## config.mk

```make
export PLATFORM = sky130hd
export DESIGN_NAME = neuron_seq_nbits
export DESIGN_NICKNAME = d
export VERILOG_FILES = /design/src/rtl/neuron_seq_nbits.sv
export SDC_FILE = /design/constraint.sdc
export NUM_CORES = 1
export LEC_CHECK = 0
export ABC_AREA = 1
export BUFFER_PORTS_ARGS = -buffer_cell sky130_fd_sc_hd__buf_2
export CAP_MARGIN = 15
export CELL_PAD_IN_SITES_DETAIL_PLACEMENT = 0
export CELL_PAD_IN_SITES_GLOBAL_PLACEMENT = 1
export CORE_MARGIN = 8
export CORE_UTILIZATION = 49
export CTS_CLUSTER_SIZE = 25
export DETAILED_ROUTE_END_ITERATION = 12
export PLACE_DENSITY_LB_ADDON = 0.1
export SYNTH_ARGS = -nofsm -noshare
export SYNTH_HDL_FRONTEND = slang
export SYNTH_SLANG_ARGS = --single-unit
```

## constraint.sdc

```tcl
create_clock -name clk -period 12.7 [get_ports clk]
set_clock_uncertainty 0.2 [all_clocks]
set_input_delay 0.635 -clock clk [delete_from_list [all_inputs] [get_ports clk]]
set_output_delay 0.635 -clock clk [all_outputs]
set_load 0.05 [all_outputs]
```

## src/rtl/neuron_seq_nbits.sv

```systemverilog
// Sequential MAC neuron: K signed W*X beats plus bias, optional ReLU,
// arithmetic right shift by SHIFT, saturated to N bits.
//
// Ports:
//   clk, rst           clock, synchronous active-high reset
//   en                 global enable; when low all state holds
//   in_valid/in_ready  beat handshake for W, X, bias, act_relu
//   W, X               signed N-bit weight and input
//   bias               signed 2N-bit bias, taken on the first beat only
//   act_relu           1 = ReLU, 0 = linear, taken on the first beat only
//   out_valid/out_ready result handshake
//   Out                signed N-bit saturated result
//   busy               vector in progress or result pending
module neuron_seq_nbits #(
    parameter int N     = 8,
    parameter int K     = 4,
    parameter int SHIFT = N
) (
    input  logic                  clk,
    input  logic                  rst,
    input  logic                  en,
    input  logic                  in_valid,
    output logic                  in_ready,
    input  logic signed [N-1:0]   W,
    input  logic signed [N-1:0]   X,
    input  logic signed [2*N-1:0] bias,
    input  logic                  act_relu,
    output logic                  out_valid,
    input  logic                  out_ready,
    output logic signed [N-1:0]   Out,
    output logic                  busy
);

    localparam int ACC_W = 2*N + $clog2(K) + 1;
    localparam int CW    = (K > 1) ? $clog2(K) : 1;

    localparam logic signed [ACC_W-1:0] MAXV =
        ACC_W'((1 << (N-1)) - 1);
    localparam logic signed [ACC_W-1:0] MINV = ~MAXV;

    typedef enum logic {
        S_ACC,
        S_OUT
    } state_t;

    state_t                  state, state_d;
    logic [CW-1:0]           cnt, cnt_d;
    logic signed [ACC_W-1:0] acc, acc_d;
    logic                    relu_q, relu_d;
    logic signed [N-1:0]     out_d;
    logic                    out_valid_d;

    logic signed [2*N-1:0]   prod;
    logic signed [ACC_W-1:0] prod_x;
    logic signed [ACC_W-1:0] bias_x;
    logic signed [ACC_W-1:0] base;
    logic signed [ACC_W-1:0] sum;
    logic signed [ACC_W-1:0] act;
    logic signed [ACC_W-1:0] shifted;
    logic signed [N-1:0]     sat;
    logic                    first;
    logic                    last;
    logic                    relu_eff;
    logic                    accept;
    logic                    take;

    assign in_ready = en & ~rst & (state == S_ACC);
    assign accept   = in_valid & in_ready;
    assign take     = en & out_ready & (state == S_OUT);
    assign busy     = (cnt != '0) | (state == S_OUT);

    assign first    = (cnt == '0);
    assign last     = (cnt == CW'(K-1));

    // Full-precision product and bias, sign-extended to the accumulator.
    assign prod     = W * X;
    assign prod_x   = {{(ACC_W-2*N){prod[2*N-1]}}, prod};
    assign bias_x   = {{(ACC_W-2*N){bias[2*N-1]}}, bias};

    // The first beat of a vector starts from the bias, not the old sum.
    assign base     = first ? bias_x : acc;
    assign relu_eff = first ? act_relu : relu_q;
    assign sum      = base + prod_x;

    assign act      = (relu_eff && sum[ACC_W-1]) ? '0 : sum;
    assign shifted  = act >>> SHIFT;

    always_comb begin
        sat = shifted[N-1:0];
        if (shifted > MAXV) begin
            sat = {1'b0, {(N-1){1'b1}}};
        end else if (shifted < MINV) begin
            sat = {1'b1, {(N-1){1'b0}}};
        end
    end

    always_comb begin
        state_d     = state;
        cnt_d       = cnt;
        acc_d       = acc;
        relu_d      = relu_q;
        out_d       = Out;
        out_valid_d = out_valid;
        unique case (state)
            S_ACC: begin
                if (accept) begin
                    acc_d  = sum;
                    relu_d = relu_eff;
                    if (last) begin
                        cnt_d       = '0;
                        out_d       = sat;
                        out_valid_d = 1'b1;
                        state_d     = S_OUT;
                    end else begin
                        cnt_d = cnt + CW'(1);
                    end
                end
            end
            S_OUT: begin
                if (take) begin
                    out_valid_d = 1'b0;
                    state_d     = S_ACC;
                end
            end
            default: state_d = S_ACC;
        endcase
    end

    always_ff @(posedge clk) begin
        if (rst) begin
            state     <= S_ACC;
            cnt       <= '0;
            acc       <= '0;
            relu_q    <= 1'b0;
            Out       <= '0;
            out_valid <= 1'b0;
        end else if (en) begin
            state     <= state_d;
            cnt       <= cnt_d;
            acc       <= acc_d;
            relu_q    <= relu_d;
            Out       <= out_d;
            out_valid <= out_valid_d;
        end
    end

endmodule

```

==> results of run 1 <==
-- cells in the mapped netlist --
cell	n	area (sq um)
clkbuf_1	20	75.1
nor2_1	14	52.6
nand4_1	6	37.5
a21o_1	1	7.51
or2_2	2	12.5
ha_1	46	576
nand3_2	5	50.1
a21oi_2	2	17.5
o21ai_0	50	250
buf_2	2	10.0
buf_4	1	7.51
a21oi_4	2	32.5
fa_1	84	1680
xor2_1	4	35.0
xnor2_1	5	43.8
a31oi_1	4	25.0
nand3_1	16	80.1
nor3_2	2	20.0
nand2_1	162	608
nand3b_1	3	22.5
nor2_2	2	12.5
mux2i_1	1	10.0
nand2_2	19	119
clkinv_1	2	7.51
inv_2	6	22.5
o21bai_1	1	7.51
nor2_4	1	11.3
o21ai_4	1	16.3
nand3_4	1	17.5
a21oi_1	16	80.1
inv_1	161	604
dfxtp_1	32	641
-- area by class of cell --
cell class / instances / share of cell area (%)
multi-input combinational: 450 / 67.9
sequential: 32 / 11.4
inverter: 169 / 11.3
timing repair buffer: 48 / 4.26
tap: 136 / 3.02
clock buffer: 7 / 1.71
clock inverter: 1 / 0.533
-- per-layer routing --
layer / track usage (%) / wire (microns) / up-vias
met5: 0 / 0 / -
met4: 3.00 / 126 / 0
li1: - / - / 2067
met1: 21.9 / 5000 / 1951
met2: 32.4 / 5900 / 72
met3: 1.84 / 349 / 11
-- critical path, cell delays in order, from the launching register on --
cell and delay, ns:
dfxtp_1 0.32, inv_1 0.09, ha_1 0.45, inv_1 0.45, o21ai_0 0.48, fa_1 0.51, fa_1 0.52, inv_1 0.05
fa_1 0.47, fa_1 0.49, ha_1 0.31, ha_1 0.38, nand2_2 0.13, inv_1 0.05, a21oi_1 0.26, nand4_1 0.13
nand2_1 0.11, nand3_2 0.11, a21oi_4 0.28, a21oi_1 0.11
-- sequential cells by signal, summed over array words and instances (netlist names) --
| name | count |
|---|---|
| state | 1 |
| out_valid | 1 |
| relu_q | 1 |
| cnt | 2 |
| acc | 19 |
| Out | 8 |
-- cell families (layout without fill, tap and decap cells) --
family	count (synthesis)	count (layout)
AOI/OAI and AO/OA	77	77
muxes	1	1
xor gates and xnor gates	9	9
and+or+nand+nor	233	233
DFF	32	32
adders and majority gates	130	130
buffers and inverters	192	225
-- worst paths after layout --
kind / to / cells past startpoint / slack [ns]
setup / recovery: Out[1]$_SDFFE_PP0P_ / 19 / 6.69
hold / removal: Out[7]$_SDFFE_PP0P_ / 2 / 0.27
setup reg to reg: Out[1]$_SDFFE_PP0P_ / 19 / 6.69
hold reg to reg: Out[7]$_SDFFE_PP0P_ / 2 / 0.27
-- stage by stage --
step | cells | hold WS, ns | worst slack, ns | utilization, % | area, sq um
after global placement | 835 | 0.250 | 6.70 | 53.4 | 5510
after floorplan | 674 | 0.245 | 7.15 | - | 5190
after global routing | 843 | 0.304 | 6.15 | 54.6 | 5640
after CTS | 843 | 0.274 | 6.64 | 54.6 | 5640
final | 843 | 0.272 | 6.69 | 54.6 | 5640
after detailed placement | 835 | 0.259 | 6.67 | 53.4 | 5510
==> results.yml, run 1 <==
drt:
  firstDrtPassIters: 5
  drtAntennaViolNets: 0
  drt-total-wl_mm: 11.4
  drt_iter0_drc: 188
  route.detailed.drc: 0
  post_drt_wl_per_cell_microns: 13.5
  routed_via_density: 4.86
  vias: 4101
clock_tree:
  clock_path_buffers: 2
  htree_num_levels: 2
  cts_setup_buffers: 0
  cts_resized: 0
  cts_buffers: 5
  cts_root_buf: "clkbuf_8"
  cts_tree: "built"
  cts.clk_slew.worst_paths_ns: 0.07
  cts_sinks: 32
  cts_hold_buf: 0
  worst_skew_pair.late_latency_ns: 0.28
timing:
  final.min_clock_period_ns: 6.01
  maxSlewHeadroom_pct: 49.9
  period_share_pct: 47.3
  worst_pin_slew_ns: 0.750
  final_hold_viol_count: 0
  fmax_ghz: 0.166
  slew_viol_final: 0
  setup_viol: 0
  rsz0062_at_grt: "no"
  tns_ns: 0
run:
  drv_cap: 0
run_status:
  outcome: "complete, no violations"
placement:
  routabilityCongestion: 0.828
  place_hpwl_mm: 9.91
  io_buffers: 48
global_route:
  grt_pass1_vias: 4597
  grt_usage_pct: 17.6
  antenna_found_initial: 0
  grt_pass1_wl_mm: 21.1
  overflow: 0
  grt_max_degree: 27
setup_path:
  cp_max_fo: 26
  critPathKind: "reg -> reg"
  worstSetupStartpointType: "flop"
  arrival_ns: 5.98
  crit_required_ns: 12.67
  reg2reg_from: "cnt[0]$_SDFFE_PP0P_"
  cp-end-kind: "flop"
  startpoint: "cnt[0]$_SDFFE_PP0P_"
finish:
  nNetsFinal: 874
  synthToLayoutAreaGrowth_pct: 8.55
  final_cell_mix: "nand2_1 (162), inv_1 (161), fa_1 (84)"
  seq_area_sq_um: 641
  n_antenna_cell: 0
  drive_above_1_share_pct: 14.0
  fillers: 1028
  mostFrequentLayoutCell: "nand2_1"
  multi_input_area_sq_um: 3830
hold_path:
  hold_start: "Out[7]$_SDFFE_PP0P_"
  hold_class: "reg -> reg"
die:
  coreArea_sq_um: 10300
  die_w_microns: 119
  die_h_microns: 119
  ios: 49
  initial_core_util_pct: 50.3
  row_count: 37
  die_area_sq_um: 14200
synth:
  synth_area_per_cell_sq_um: 7.71
  synthXorXnorAreaFrac_pct: 1.52
  synth_mux_area_share_pct: 0.193
  synth_cells: 674
  yosys_warnings: 0
  synth_compound_area_share_pct: 8.41
  synth.distinct_cells: 32
  synth_simple_gate_area_share_pct: 20.1
  syn-cell-area_sq_um: 5190
  synth_top_family_by_area: "adder cells"
  synth-seq-cells: 32
  synthAdderAreaFrac_pct: 43.5
  ys_seq_area_share_pct: 12.3
  syn_nets: 842
Power of run 1 is left out: the tool's default activity adds up to more than one toggle a clock period on the data nets, which glitch-free logic cannot reach.
==> run 2, diff against run 1 <==
--- a/config.mk
+++ b/config.mk
@@ -11,7 +11,7 @@
 export CELL_PAD_IN_SITES_DETAIL_PLACEMENT = 0
 export CELL_PAD_IN_SITES_GLOBAL_PLACEMENT = 1
 export CORE_MARGIN = 8
-export CORE_UTILIZATION = 49
+export CORE_UTILIZATION = 46
 export CTS_CLUSTER_SIZE = 25
 export DETAILED_ROUTE_END_ITERATION = 12
 export PLACE_DENSITY_LB_ADDON = 0.1
==> constraint.sdc (replaced) <==
create_clock -name clk -period 6.3 [get_ports clk]
set_clock_uncertainty 0.2 [all_clocks]
set_input_delay 0.315 -clock clk [delete_from_list [all_inputs] [get_ports clk]]
set_output_delay 0.315 -clock clk [all_outputs]
set_load 0.05 [all_outputs]
==> run 2 against run 1 <==
Register-to-register slack worse by 6.1 ns. Setup slack worse by 6.1 ns. Global-route usage is 0.89 points lower. Utilization fell by 4.0 points. Final area rose by 0.69%. Routed wire length up 2.3%. First-iteration DRC count grew 16%. Sequential share of layout area shrank 0.078 points. Highest routed layer unchanged.
==> results.yml, run 2 (synthesis gave the netlist of run 1 again) <==
setup_path:
  crit_required_ns: 6.25
  cp_max_fo: 21
  critPathKind: "reg -> reg"
  critPathBufInv: 7
  crit_slowest_cell: "fa_1"
  critPathMaxStageDelay_ns: 0.53
  crit_family: "adder cells"
  cp-end-kind: "flop"
  arrival_ns: 5.68
  worstSetupStartpointType: "flop"
  cpMostUsedCell: "inv_1"
die:
  ios: 49
  die_w_microns: 122
  die_h_microns: 122
  initial_core_util_pct: 46.3
  die_area_sq_um: 14900
  coreArea_sq_um: 11200
  row_count: 39
clock_tree:
  cts_hold_buf: 0
  cts_root_buf: "clkbuf_16"
  htree_num_levels: 2
  cts_setup_buffers: 0
  worst_skew_pair.late_latency_ns: 0.27
  clock_path_buffers: 2
  cts_resized: 0
  cts.clk_slew.worst_paths_ns: 0.05
  cts_sinks: 32
  cts_buffers: 5
  cts_tree: "built"
drt:
  firstDrtPassIters: 4
  route.detailed.drc: 0
  routed_via_density: 4.77
  vias: 4066
  drtAntennaViolNets: 0
  drt-total-wl_mm: 11.6
  drt_iter0_drc: 218
  post_drt_wl_per_cell_microns: 13.7
timing:
  maxSlewHeadroom_pct: 49.2
  setup_viol: 0
  period_share_pct: 91.0
  tns_ns: 0
  final.min_clock_period_ns: 5.73
  rsz0062_at_grt: "no"
  worst_pin_slew_ns: 0.760
  final_hold_viol_count: 0
  timing.final.ws_setup_ns: 0.568
  slew_viol_final: 0
  fmax_ghz: 0.174
global_route:
  overflow: 0
  grt_usage_pct: 16.7
  grt_pass1_wl_mm: 20.1
  grt_max_degree: 22
  grt_pass1_vias: 4225
  antenna_found_initial: 0
finish:
  drive_above_1_share_pct: 14.1
  regMostFlops: "acc"
  final_area_sq_um: 5680
  n_antenna_cell: 0
  synthToLayoutAreaGrowth_pct: 9.30
  reg_top3: "acc x19, Out x8, cnt x2"
  final_util_pct: 50.6
  final_cell_mix: "nand2_1 (162), inv_1 (161), fa_1 (84)"
  mostFrequentLayoutCell: "nand2_1"
  nNetsFinal: 877
  largest_reg_flops: 19
hold_path:
  hold_class: "in -> reg"
placement:
  post_dp_cell_area_sq_um: 5540
  post-place-ws_ns: 0.599
  io_buffers: 48
  routabilityCongestion: 0.808
  place_hpwl_mm: 10.2
run_status:
  outcome: "complete, no violations"
run:
  drv_cap: 0
## run 2: changes by cell type in the layout (fill, tap and decap cells not counted), sizes merged
cell | previous run | this run
buf | 48 | 51
bufinv | 1 | 0
clkbuf | 7 | 6
clkinv | 2 | 3
## run 2: final timing paths
path                       start                  end  slack [ns]  cells past startpoint
min reg2reg  Out[7]$_SDFFE_PP0P_  Out[7]$_SDFFE_PP0P_        0.26                      2
max reg2reg  cnt[0]$_SDFFE_PP0P_  Out[5]$_SDFFE_PP0P_        0.57                     26
max          cnt[0]$_SDFFE_PP0P_  Out[5]$_SDFFE_PP0P_        0.57                     26
min                          rst  Out[7]$_SDFFE_PP0P_        0.04                      2
## run 2: worst register-to-register path: stages (launching register included)
cell and delay (ns):
dfxtp_1 0.33, inv_1 0.07, ha_1 0.21, inv_1 0.44, buf_4 0.24, nand2_1 0.06, o21ai_0 0.09, fa_1 0.44
inv_1 0.08, fa_1 0.42, ha_1 0.29, inv_1 0.05, fa_1 0.53, inv_1 0.04, ha_1 0.28, ha_1 0.26
fa_1 0.43, nand3_1 0.12, nand2_2 0.10, a21oi_2 0.20, nor2_1 0.10, inv_2 0.05, nand2_1 0.06, nand2_1 0.08
nand2_2 0.08, a21oi_4 0.24, a21oi_1 0.12
## run 2: stage by stage
stage	std cells	hold WS [ns]
floorplan	674	0.184
finish	852	0.0382
CTS	852	0.0387
global placement	845	0.248
detailed placement	845	0.256
global route	852	0.0428
## run 2: cell type report
cell class / count / area [sq um]
clock buffer: 6 / 129
clock inverter: 1 / 5.00
fill: 1112 / 5550
inverter: 169 / 634
multi-input combinational: 450 / 3830
sequential: 32 / 641
tap: 143 / 179
timing repair buffer: 51 / 263
## run 2: metal layers
layer  wire (microns)  part of all wire, %  global-route usage [%]  up-vias
met2             5970                   51                    29.7       71
met3              426                  3.7                    2.44        5
met5                0                    0                       0        -
li1                 -                    -                       -     2075
met1             5220                   45                    22.0     1915
met4               30                 0.26                   0.914        0
Power of run 2 is left out for the same reason.
